===== src/rtl/btle_rx_pdu_packer_if.sv =====
// Bus bundle for the BTLE receive PDU packer: bit stream in, octet buffer
// read port and decode status out.
interface btle_rx_pdu_packer_if;
  logic        rx_hit_flag;
  logic        bit_in;
  logic        bit_valid;
  logic [5:0]  rx_channel_number;
  logic [23:0] rx_crc_state_init_bit;
  logic [5:0]  rx_pdu_octet_mem_addr;
  logic [7:0]  rx_pdu_octet_mem_data;
  logic        rx_decode_run;
  logic        rx_decode_end;
  logic        rx_crc_ok;
  logic [6:0]  rx_payload_length;

  modport master (
    output rx_hit_flag, bit_in, bit_valid, rx_channel_number,
           rx_crc_state_init_bit, rx_pdu_octet_mem_addr,
    input  rx_pdu_octet_mem_data, rx_decode_run, rx_decode_end,
           rx_crc_ok, rx_payload_length
  );

  modport slave (
    input  rx_hit_flag, bit_in, bit_valid, rx_channel_number,
           rx_crc_state_init_bit, rx_pdu_octet_mem_addr,
    output rx_pdu_octet_mem_data, rx_decode_run, rx_decode_end,
           rx_crc_ok, rx_payload_length
  );
endinterface


===== src/rtl/btle_rx_pdu_packer.sv =====
// Packs a received BTLE PDU bit stream into a 64x8 octet buffer and checks its CRC.
// Optional dewhitening of the incoming bits is enabled with BTLE_RX_DEWHITEN_EN.
module btle_rx_pdu_packer (
  input logic                   clk,
  input logic                   rst,
  btle_rx_pdu_packer_if.slave   bus
);

  typedef enum logic [1:0] {IDLE, HEADER, PAYLOAD, CRC} state_t;

  state_t      r_state;
  state_t      w_nextState;
  logic [9:0]  r_bitCnt;
  logic [7:0]  r_octetCnt;
  logic [7:0]  r_shift;
  logic [23:0] r_lfsr;
  logic        r_wrEn;
  logic [5:0]  r_wrAddr;
  logic [7:0]  r_wrData;
  logic        r_lenWr;
  logic [6:0]  r_len;
  logic        r_run;
  logic        r_end;
  logic        r_crcOk;
  logic [7:0]  r_rdData;
  logic [7:0]  r_mem [0:63];

  logic        w_bit;
  logic        w_fb;
  logic        w_advance;
  logic        w_crcDone;
  logic [7:0]  w_octet;
  logic [23:0] w_lfsrNext;

`ifdef BTLE_RX_DEWHITEN_EN
  // Whitening LFSR runs in lockstep with every bit consumed after the hit
  logic [6:0] r_white;

  always_ff @(posedge clk) begin
    if (rst) begin
      r_white <= '0;
    end else if (bus.rx_hit_flag) begin
      r_white <= {1'b1, bus.rx_channel_number[0], bus.rx_channel_number[1],
                  bus.rx_channel_number[2], bus.rx_channel_number[3],
                  bus.rx_channel_number[4], bus.rx_channel_number[5]};
    end else if (w_advance) begin
      r_white <= {r_white[0], r_white[6:5], r_white[4] ^ r_white[0], r_white[3:1]};
    end
  end

  assign w_bit = bus.bit_in ^ r_white[0];
`else
  assign w_bit = bus.bit_in;
`endif

  // A hit always wins, so a bit arriving with it never advances the PDU
  assign w_advance  = bus.bit_valid && !bus.rx_hit_flag && (r_state != IDLE);
  assign w_octet    = {w_bit, r_shift[7:1]};
  assign w_fb       = r_lfsr[23] ^ w_bit;
  assign w_lfsrNext = {r_lfsr[22:0], 1'b0} ^ (w_fb ? 24'h00065B : 24'h000000);

  always_ff @(posedge clk) begin
    if (rst) begin
      r_state <= IDLE;
    end else begin
      r_state <= w_nextState;
    end
  end

  // The length octet is still in the shifter on the 16th bit, so peek at it there
  always_comb begin
    w_nextState = r_state;
    w_crcDone   = 1'b0;
    if (bus.rx_hit_flag) begin
      w_nextState = HEADER;
    end else if (w_advance) begin
      case (r_state)
        HEADER: begin
          if (r_bitCnt == 10'd15) begin
            w_nextState = (w_octet[6:0] == 7'd0) ? CRC : PAYLOAD;
          end
        end
        PAYLOAD: begin
          if (r_bitCnt == ({r_len, 3'b000} - 10'd1)) begin
            w_nextState = CRC;
          end
        end
        CRC: begin
          if (r_bitCnt == 10'd23) begin
            w_nextState = IDLE;
            w_crcDone   = 1'b1;
          end
        end
        default: ;
      endcase
    end
  end

  always_ff @(posedge clk) begin
    if (rst) begin
      r_bitCnt   <= '0;
      r_octetCnt <= '0;
      r_shift    <= '0;
      r_lfsr     <= '0;
      r_wrEn     <= 1'b0;
      r_wrAddr   <= '0;
      r_wrData   <= '0;
      r_lenWr    <= 1'b0;
      r_len      <= '0;
      r_run      <= 1'b0;
      r_end      <= 1'b0;
      r_crcOk    <= 1'b0;
    end else if (bus.rx_hit_flag) begin
      r_bitCnt   <= '0;
      r_octetCnt <= '0;
      r_shift    <= '0;
      r_lfsr     <= bus.rx_crc_state_init_bit;
      r_wrEn     <= 1'b0;
      r_lenWr    <= 1'b0;
      r_run      <= 1'b1;
      r_end      <= 1'b0;
      r_crcOk    <= 1'b0;
    end else begin
      r_wrEn  <= 1'b0;
      r_lenWr <= 1'b0;
      r_end   <= 1'b0;
      if (r_end) begin
        r_run <= 1'b0;
      end
      if (r_lenWr) begin
        r_len <= r_wrData[6:0];
      end
      if (w_advance) begin
        r_lfsr   <= w_lfsrNext;
        r_bitCnt <= (w_nextState != r_state) ? 10'd0 : r_bitCnt + 10'd1;
        // Octets past the buffer end are still counted but never stored
        if (r_state != CRC) begin
          r_shift <= w_octet;
          if (r_bitCnt[2:0] == 3'd7) begin
            r_wrEn     <= (r_octetCnt[7:6] == 2'b00);
            r_wrAddr   <= r_octetCnt[5:0];
            r_wrData   <= w_octet;
            r_lenWr    <= (r_octetCnt == 8'd1);
            r_octetCnt <= r_octetCnt + 8'd1;
          end
        end
        if (w_crcDone) begin
          r_end   <= 1'b1;
          r_crcOk <= (w_lfsrNext == 24'd0);
        end
      end
    end
  end

  always_ff @(posedge clk) begin
    if (r_wrEn) begin
      r_mem[r_wrAddr] <= r_wrData;
    end
  end

  always_ff @(posedge clk) begin
    if (rst) begin
      r_rdData <= '0;
    end else begin
      r_rdData <= r_mem[bus.rx_pdu_octet_mem_addr];
    end
  end

  assign bus.rx_pdu_octet_mem_data = r_rdData;
  assign bus.rx_decode_run         = r_run;
  assign bus.rx_decode_end         = r_end;
  assign bus.rx_crc_ok             = r_crcOk;
  assign bus.rx_payload_length     = r_len;

endmodule


===== src/flat_wrapper.sv =====
// flat-port wrapper written by rule: the top's interface ports become plain ports
module btle_rx_pdu_packer_flat 
  (clk, rst, bus_rx_hit_flag, bus_bit_in, bus_bit_valid, bus_rx_channel_number, bus_rx_crc_state_init_bit, bus_rx_pdu_octet_mem_addr, bus_rx_pdu_octet_mem_data, bus_rx_decode_run, bus_rx_decode_end, bus_rx_crc_ok, bus_rx_payload_length);
  btle_rx_pdu_packer_if bus_i ();
  input logic clk;
  input logic rst;
  input wire logic [$bits(bus_i.rx_hit_flag)-1:0] bus_rx_hit_flag;
  input wire logic [$bits(bus_i.bit_in)-1:0] bus_bit_in;
  input wire logic [$bits(bus_i.bit_valid)-1:0] bus_bit_valid;
  input wire logic [$bits(bus_i.rx_channel_number)-1:0] bus_rx_channel_number;
  input wire logic [$bits(bus_i.rx_crc_state_init_bit)-1:0] bus_rx_crc_state_init_bit;
  input wire logic [$bits(bus_i.rx_pdu_octet_mem_addr)-1:0] bus_rx_pdu_octet_mem_addr;
  output wire logic [$bits(bus_i.rx_pdu_octet_mem_data)-1:0] bus_rx_pdu_octet_mem_data;
  output wire logic [$bits(bus_i.rx_decode_run)-1:0] bus_rx_decode_run;
  output wire logic [$bits(bus_i.rx_decode_end)-1:0] bus_rx_decode_end;
  output wire logic [$bits(bus_i.rx_crc_ok)-1:0] bus_rx_crc_ok;
  output wire logic [$bits(bus_i.rx_payload_length)-1:0] bus_rx_payload_length;
  assign bus_i.rx_hit_flag = bus_rx_hit_flag;
  assign bus_i.bit_in = bus_bit_in;
  assign bus_i.bit_valid = bus_bit_valid;
  assign bus_i.rx_channel_number = bus_rx_channel_number;
  assign bus_i.rx_crc_state_init_bit = bus_rx_crc_state_init_bit;
  assign bus_i.rx_pdu_octet_mem_addr = bus_rx_pdu_octet_mem_addr;
  assign bus_rx_pdu_octet_mem_data = bus_i.rx_pdu_octet_mem_data;
  assign bus_rx_decode_run = bus_i.rx_decode_run;
  assign bus_rx_decode_end = bus_i.rx_decode_end;
  assign bus_rx_crc_ok = bus_i.rx_crc_ok;
  assign bus_rx_payload_length = bus_i.rx_payload_length;
  btle_rx_pdu_packer u_core (.clk(clk), .rst(rst), .bus(bus_i));
endmodule

===== config.mk =====
export PLATFORM = sky130hd
export DESIGN_NAME = btle_rx_pdu_packer_flat
export DESIGN_NICKNAME = d
export VERILOG_FILES = /design/src/rtl/btle_rx_pdu_packer_if.sv /design/src/rtl/btle_rx_pdu_packer.sv /design/src/flat_wrapper.sv
export SDC_FILE = /design/constraint.sdc
export NUM_CORES = 1
export LEC_CHECK = 0
export BUFFER_PORTS_ARGS = -buffer_cell sky130_fd_sc_hd__buf_2
export CORE_AREA = 2 2 192 194
export CTS_BUF_LIST = sky130_fd_sc_hd__clkbuf_2
export CTS_CLUSTER_DIAMETER = 30
export CTS_CLUSTER_SIZE = 12
export DETAILED_ROUTE_END_ITERATION = 10
export DIE_AREA = 0 0 194 196
export GPL_TIMING_DRIVEN = 0
export PLACE_DENSITY_LB_ADDON = 0.12
export SYNTH_ARGS = -nofsm -noshare
export SYNTH_HDL_FRONTEND = slang
export SYNTH_SLANG_ARGS = --single-unit

===== constraint.sdc =====
create_clock -name clk -period 4.02 [get_ports clk]
set_clock_uncertainty 0.05 [all_clocks]
set_input_delay 0.201 -clock clk [delete_from_list [all_inputs] [get_ports clk]]
set_output_delay 0.201 -clock clk [all_outputs]
set_load 0.005 [all_outputs]

; Word level (Yosys, flattened, before mapping)
; Memories as Yosys holds them, arrays and structs flattened. A register that Yosys moved wholly into a read port is not among the register bits.
; Cells that the tools add are included.
[op_classes]
eq_ne = 10
n_reduce_logical = 17
add_sub_neg = 3
n_bitwise = 6
muxes = 20
[op_table]
columns = cell, n
row1 = 24-bit 2-to-1 mux, 2
row2 = 24-bit logical NOT, 1
row3 = 24-bit bitwise XOR, 1
row4 = 11-bit 2-to-1 mux, 1
row5 = "10-bit by 1-bit adder with 10-bit output, second input constant", 1
row6 = 10-bit == test, 1
row7 = "10-bit by 4-bit == test with 1-bit output, second input constant", 1
row8 = "10-bit by 5-bit == test with 1-bit output, second input constant", 1
row9 = 1-bit 2-to-1 mux, 10
row10 = 10-bit 2-to-1 mux, 1
row11 = 2-bit 2-to-1 mux, 5
row12 = "10-bit by 1-bit subtractor with 10-bit output, second input constant", 1
row13 = "8-bit by 1-bit adder with 8-bit output, second input constant", 1
row14 = "8-bit by 1-bit == test with 1-bit output, second input constant", 1
row15 = 7-bit logical NOT, 1
row16 = 2-bit case mux with 3 select lines, 1
row17 = 2-bit AND reduction, 3
row18 = 2-bit nonzero test, 3
row19 = 5-bit OR reduction, 1
row20 = "2-bit == test, second input constant", 2
row21 = 1-bit inverter, 4
row22 = 4-bit AND reduction, 1
row23 = "3-bit == test, second input constant", 1
row24 = 3-bit AND reduction, 1
row25 = other kinds (9), 10
[word_totals]
input_bits = 41
out_inout_bits = 18
regBits = 78
mem_count = 1
elab_cells = 70
ram_bits = 512
[memory_table]
columns = memory, words, width, rd, rd_ports_with_merged_regs, wr, line
row1 = u_core.r_mem, 64, 8, 1, 1, 1, btle_rx_pdu_packer.sv:26  ; logic [7:0] r_mem [0:63];

; Depth between registers and ports, before layout
[logic_depth]
depth_word = 8
depth_mapped = 10
ltp_nobuf = 8

; Worst setup path after synthesis
; OpenSTA, ideal clock, no wires.
[synth_path]
path_type = reg-to-reg
start = register u_core.r_len[0] (netlist: u_core.bus.rx_payload_length[0])
end = register u_core.r_bitCnt[3]
t_arrival_ns = 1.815
setup_slack_ns = 2.015
required_ns = 3.830
setup_ns = 0.140
n_path_buf = 0
synth_period_minus_slack_ns = 2.005
path_stages_with_launch = 8
path_cell_list = dfxtp_1 inv_1 ha_1 o21ba_1 a221oi_1 a41oi_1 nor4_2 nor3_1
[synth_via]
elab_chain_cells = 8
[synth_rtl]
columns = element, line
row1 = from (decl), btle_rx_pdu_packer.sv:21  ; logic [6:0] r_len;
row2 = from (signal assigned), btle_rx_pdu_packer.sv:131  ; r_len <= r_wrData[6:0];
row3 = 10-bit by 1-bit subtractor with 10-bit output, btle_rx_pdu_packer.sv:84  ; if (r_bitCnt == ({r_len, 3'b000} - 10'd1)) begin
row4 = 10-bit == test, btle_rx_pdu_packer.sv:84
row5 = 2-bit 2-to-1 mux, btle_rx_pdu_packer.sv:84
row6 = 2-bit case mux with 3 select lines, btle_rx_pdu_packer.sv:77  ; case (r_state)
row7 = 2-bit 2-to-1 mux, btle_rx_pdu_packer.sv:76  ; end else if (w_advance) begin
row8 = 2-bit 2-to-1 mux, btle_rx_pdu_packer.sv:74  ; if (bus.rx_hit_flag) begin
row9 = 2-bit inequality test, btle_rx_pdu_packer.sv:135  ; r_bitCnt <= (w_nextState != r_state) ? 10'd0 : r_bitCnt + 10'd1;
row10 = 10-bit 2-to-1 mux, btle_rx_pdu_packer.sv:135
row11 = to (signal assigned), btle_rx_pdu_packer.sv:135
row12 = to (decl), btle_rx_pdu_packer.sv:13  ; logic [9:0] r_bitCnt;
; Every way passes these cells.
; A chain may end at the register's enable or synchronous reset.

; Worst setup path in the final report
[layout_path]
start = register u_core.r_state[1]
end = register u_core.r_lfsr[16]
[layout_via]
elab_chain_cells = 3
[layout_rtl]
columns = element, line
row1 = from (decl), btle_rx_pdu_packer.sv:11  ; state_t r_state;
row2 = from (signal assigned), btle_rx_pdu_packer.sv:66  ; r_state <= w_nextState;
row3 = 2-bit nonzero test, btle_rx_pdu_packer.sv:57  ; assign w_advance = bus.bit_valid && !bus.rx_hit_flag && (r_state != IDLE);
row4 = 1-bit logical AND, btle_rx_pdu_packer.sv:57
row5 = 2-bit nonzero test (no source line), --
row6 = to (signal assigned), btle_rx_pdu_packer.sv:117  ; r_lfsr <= bus.rx_crc_state_init_bit;
row7 = to (signal assigned), btle_rx_pdu_packer.sv:134  ; r_lfsr <= w_lfsrNext;
row8 = to (decl), btle_rx_pdu_packer.sv:16  ; logic [23:0] r_lfsr;
; Every way passes these cells.

==> summary.txt <==
Pwr
  • Clk pwr share: 39.3%
  • P per Cell Area: 431 mW/mm^2
  • Cell leakage power: roughly 9.4 nW
  • Sw Pwr: 2.83 mW
  • Combinational fraction of design power: 4.4%
  • Max IR drop VDD: 0.283 mV
  • Part of the power in registers: 56.4%
  • Sw frac: 23.9%
  • Internal power: around 9 mW

STA
  • Setup TNS: 0 ns
  • Post-route setup slack: between 0.6 and 0.7 ns
  • Endpoints failing hold: 0
  • Max-slew headroom at the worst pin: -6.64%
  • Slew @ Worst Pin: roughly 1.6 ns
  • Max Slew Vio Count: 4
  • Final setup vio count: 0
  • Fmax: about 290 MHz
  • Unrepaired setup endpoints after global routing: no
  • Period utilization: 84.6%
  • Post-route minimum period: approximately 3.4 ns

Logic synthesis
  • Synth top area share: between 60% and 70%
  • Synth Flop Type: edfxtp_1
  • Cells after Synth: 1,395
  • Top cells by area, synth: edfxtp_1, mux4_2, dfxtp_1, nor2_1, nand2_1
  • Asr flop ratio synth: 0%
  • Ys Warns: 0
  • Synth area leader: edfxtp_1
  • Net Count, Synth: 1,442
  • Average size of a mapped cell: 17.0 um^2
  • Synthesized cell area: 0.0237 mm^2
  • Seq/Total Area, Yosys: a little over 70%
  • EDFF count, synth: 512
  • Flops & latches, synth: 597
  • Distinct cells, synth: 62

Floorplan
  • I/O pins: 59
  • DIE AREA: 0.0380 mm^2
  • Die W: 194 um
  • Core ar.: 0.0361 mm^2
  • Die Y: 196 um
  • Row cnt: 70
  • Initial core utilization: 65.8%

Setup path
  • Max stage delay on crit path: 0.62 ns
  • Critical path launch point type: flop
  • Critical path type: flop to flop
  • CP arrival: 4.37 ns
  • Worst Setup End Kind: flop
  • Crit path cell chain: clkbuf_1, o21a_1, clkbuf_1, nand2_1, a21oi_1, a21oi_1, dlygate4sd3_1, nor2_1, dlygate4sd3_1
  • WP data required: 4.99 ns
  • Crit path max-delay cell type: dlygate4sd3_1
  • Critical Path Fanout Max: 10

Final layout
  • Area Growth Syn to Fin: 15.6%
  • Share of post-route cells with drive strength above 1: 24.0%
  • Footprint of the multi-input gates: 0.00619 mm^2
  • FF/Latch Area: 0.0171 mm^2
  • Most frequent cells in the layout: edfxtp_1, nor2_1, mux4_2
  • Fill count: 2,038
  • NumNets Final: 1,717
  • Commonest non-fill, non-tap cell in the layout: edfxtp_1

Clock network
  • Clock latency on the worst-skew pair: approximately 1.1 ns
  • Clock sink count: 597
  • Clk pin slew, worst setup/hold paths: 0.18 ns
  • Cts bufs inserted: 103
  • Postcts setup bufs: 0
  • Clock buffer depth: 3
  • CTS tree: yes
  • H-tree depth: 3
  • Clock Tree Root: clkbuf_2
  • Post-cts resize count: 0
  • Post-CTS Hold Fix Bufs: roughly 110

Placed design
  • Setup WS pre-CTS: 0.741 ns
  • Detailed placement HPWL: 36,700 um
  • Routability cong.: 0.903
  • Port bufs: 48

Hold path
  • Min-delay worst type: input pin to flop

Flow run
  • Maxcap violations: 2

GRT
  • Vias in the first global route: 14,500
  • GRT Total Usage: 32.8%
  • Grt ovf: 0
  • Initial antenna violation count: 2
  • Largest net degree at the start of global routing: 49
  • First-pass GRT wire length: 89,800 um

Detailed routing
  • DRT Wirelength: 60,800 um
  • Final ANT Viol Nets: 0
  • Via density: approximately 6.5
  • DR pass1 iterations: 7
  • Iter 0 DRT Violations: 1,830
  • DRC Markers: 0
  • Wire per inst: 27.3 um
  • Vias: about 15,000

Status
  • Failing checks: capacitance limit, slew limit
  • Status: complete, but fails checks
-- synth_stat cells (all sizes together), types with 16 or more instances --
cell and instances:
a21oi 67, a22oi 18, buf 45, clkbuf 33
dfxtp 85, edfxtp 512, mux2i 17, mux4 131
nand2 113, nor2 126, nor3 25, o21ai 23
o22ai 16, xnor2 17
-- per-stage QoR --
stage               instance area [um^2]  power, mW  util, %  hold WS (ns)  instances
finish                             27400       11.8     76.0         0.134       2225
global route                       27400       12.1     76.0         0.140       2225
CTS                                27400       11.8     76.0        0.0263       2224
detailed placement                 24800       7.18     68.6         0.386       1920
global placement                   24600       7.18     68.1         0.381       1911
floorplan                          23700       7.04        -         0.248       1395
-- power groups by stage --
stage | logic (mW) | registers [mW] | clock network, mW
after CTS | 0.484 | 6.65 | 4.64
after global placement | 0.388 | 6.79 | 0
final | 0.514 | 6.66 | 4.64
after detailed placement | 0.392 | 6.79 | 0
after floorplan | 0.253 | 6.79 | 0
after global routing | 0.540 | 6.66 | 4.93
-- final cells by class --
type / count / share of cell area, %
Sequential cell: 597 / 62.3
Multi-Input combinational cell: 709 / 22.6
Timing Repair Buffer: 170 / 5.66
Clock inverter: 77 / 3.50
Tap cell: 468 / 2.13
Clock buffer: 114 / 2.08
Buffer: 78 / 1.59
Inverter: 11 / 0.151
Antenna cell: 1 / 0.00912
-- routing by layer --
metal | part of all wire [%] | global-route usage, % | vias up
li1 | - | - | 6121
met1 | 37 | 44.9 | 7268
met2 | 48 | 51.8 | 983
met3 | 10 | 6.67 | 174
met4 | 4.4 | 15.0 | 0
met5 | 0 | 0 | -
-- worst max-delay path: cells and delay by family, from the launching register on --
kind                   cells  cell delay [ns]
buffers and inverters      4             2.04
AO/OA/AOI/OAI              3             0.49
flip-flops                 1             0.46
AND/OR/NAND/NOR            2             0.33
-- sequential cells by signal, indices dropped and copies added (netlist names) --
signal	count
u_core.bus.rx_crc_ok	1
u_core.bus.rx_decode_end	1
u_core.bus.rx_decode_run	1
u_core.bus.rx_payload_length	7
u_core.bus.rx_pdu_octet_mem_data	8
u_core.r_bitCnt	10
u_core.r_lenWr	1
u_core.r_lfsr	24
u_core.r_mem	512
u_core.r_octetCnt	8
u_core.r_shift	7
u_core.r_state	2
u_core.r_wrAddr	6
u_core.r_wrData	8
u_core.r_wrEn	1
-- path summary, 6_finish.rpt --
| check | startpoint | endpoint | slack [ns] | cells after the start |
|---|---|---|---|---|
| max | u_core.r_state[1] | u_core.r_lfsr[16] | 0.62 | 9 |
| min | bus_rx_hit_flag | u_core.r_state[0] | 0.13 | 5 |
| max reg2reg | u_core.r_state[1] | u_core.r_lfsr[16] | 0.62 | 9 |
| min reg2reg | u_core.r_octetCnt[7] | u_core.r_wrEn | 0.42 | 1 |
-- logic make-up (layout without fill, tap and decap cells) --
group	Yosys count	in the layout	synth area share, %
other cells	0	1	0
flops	597	597	72.0
fa+ha+maj	6	6	0.316
simple gates	357	357	6.86
xor+xnor	29	29	1.07
compound gates	165	165	4.35
buf+inv	89	450	2.01
mux	152	152	13.4
No activity file was read; power rests on OpenSTA's default activity.
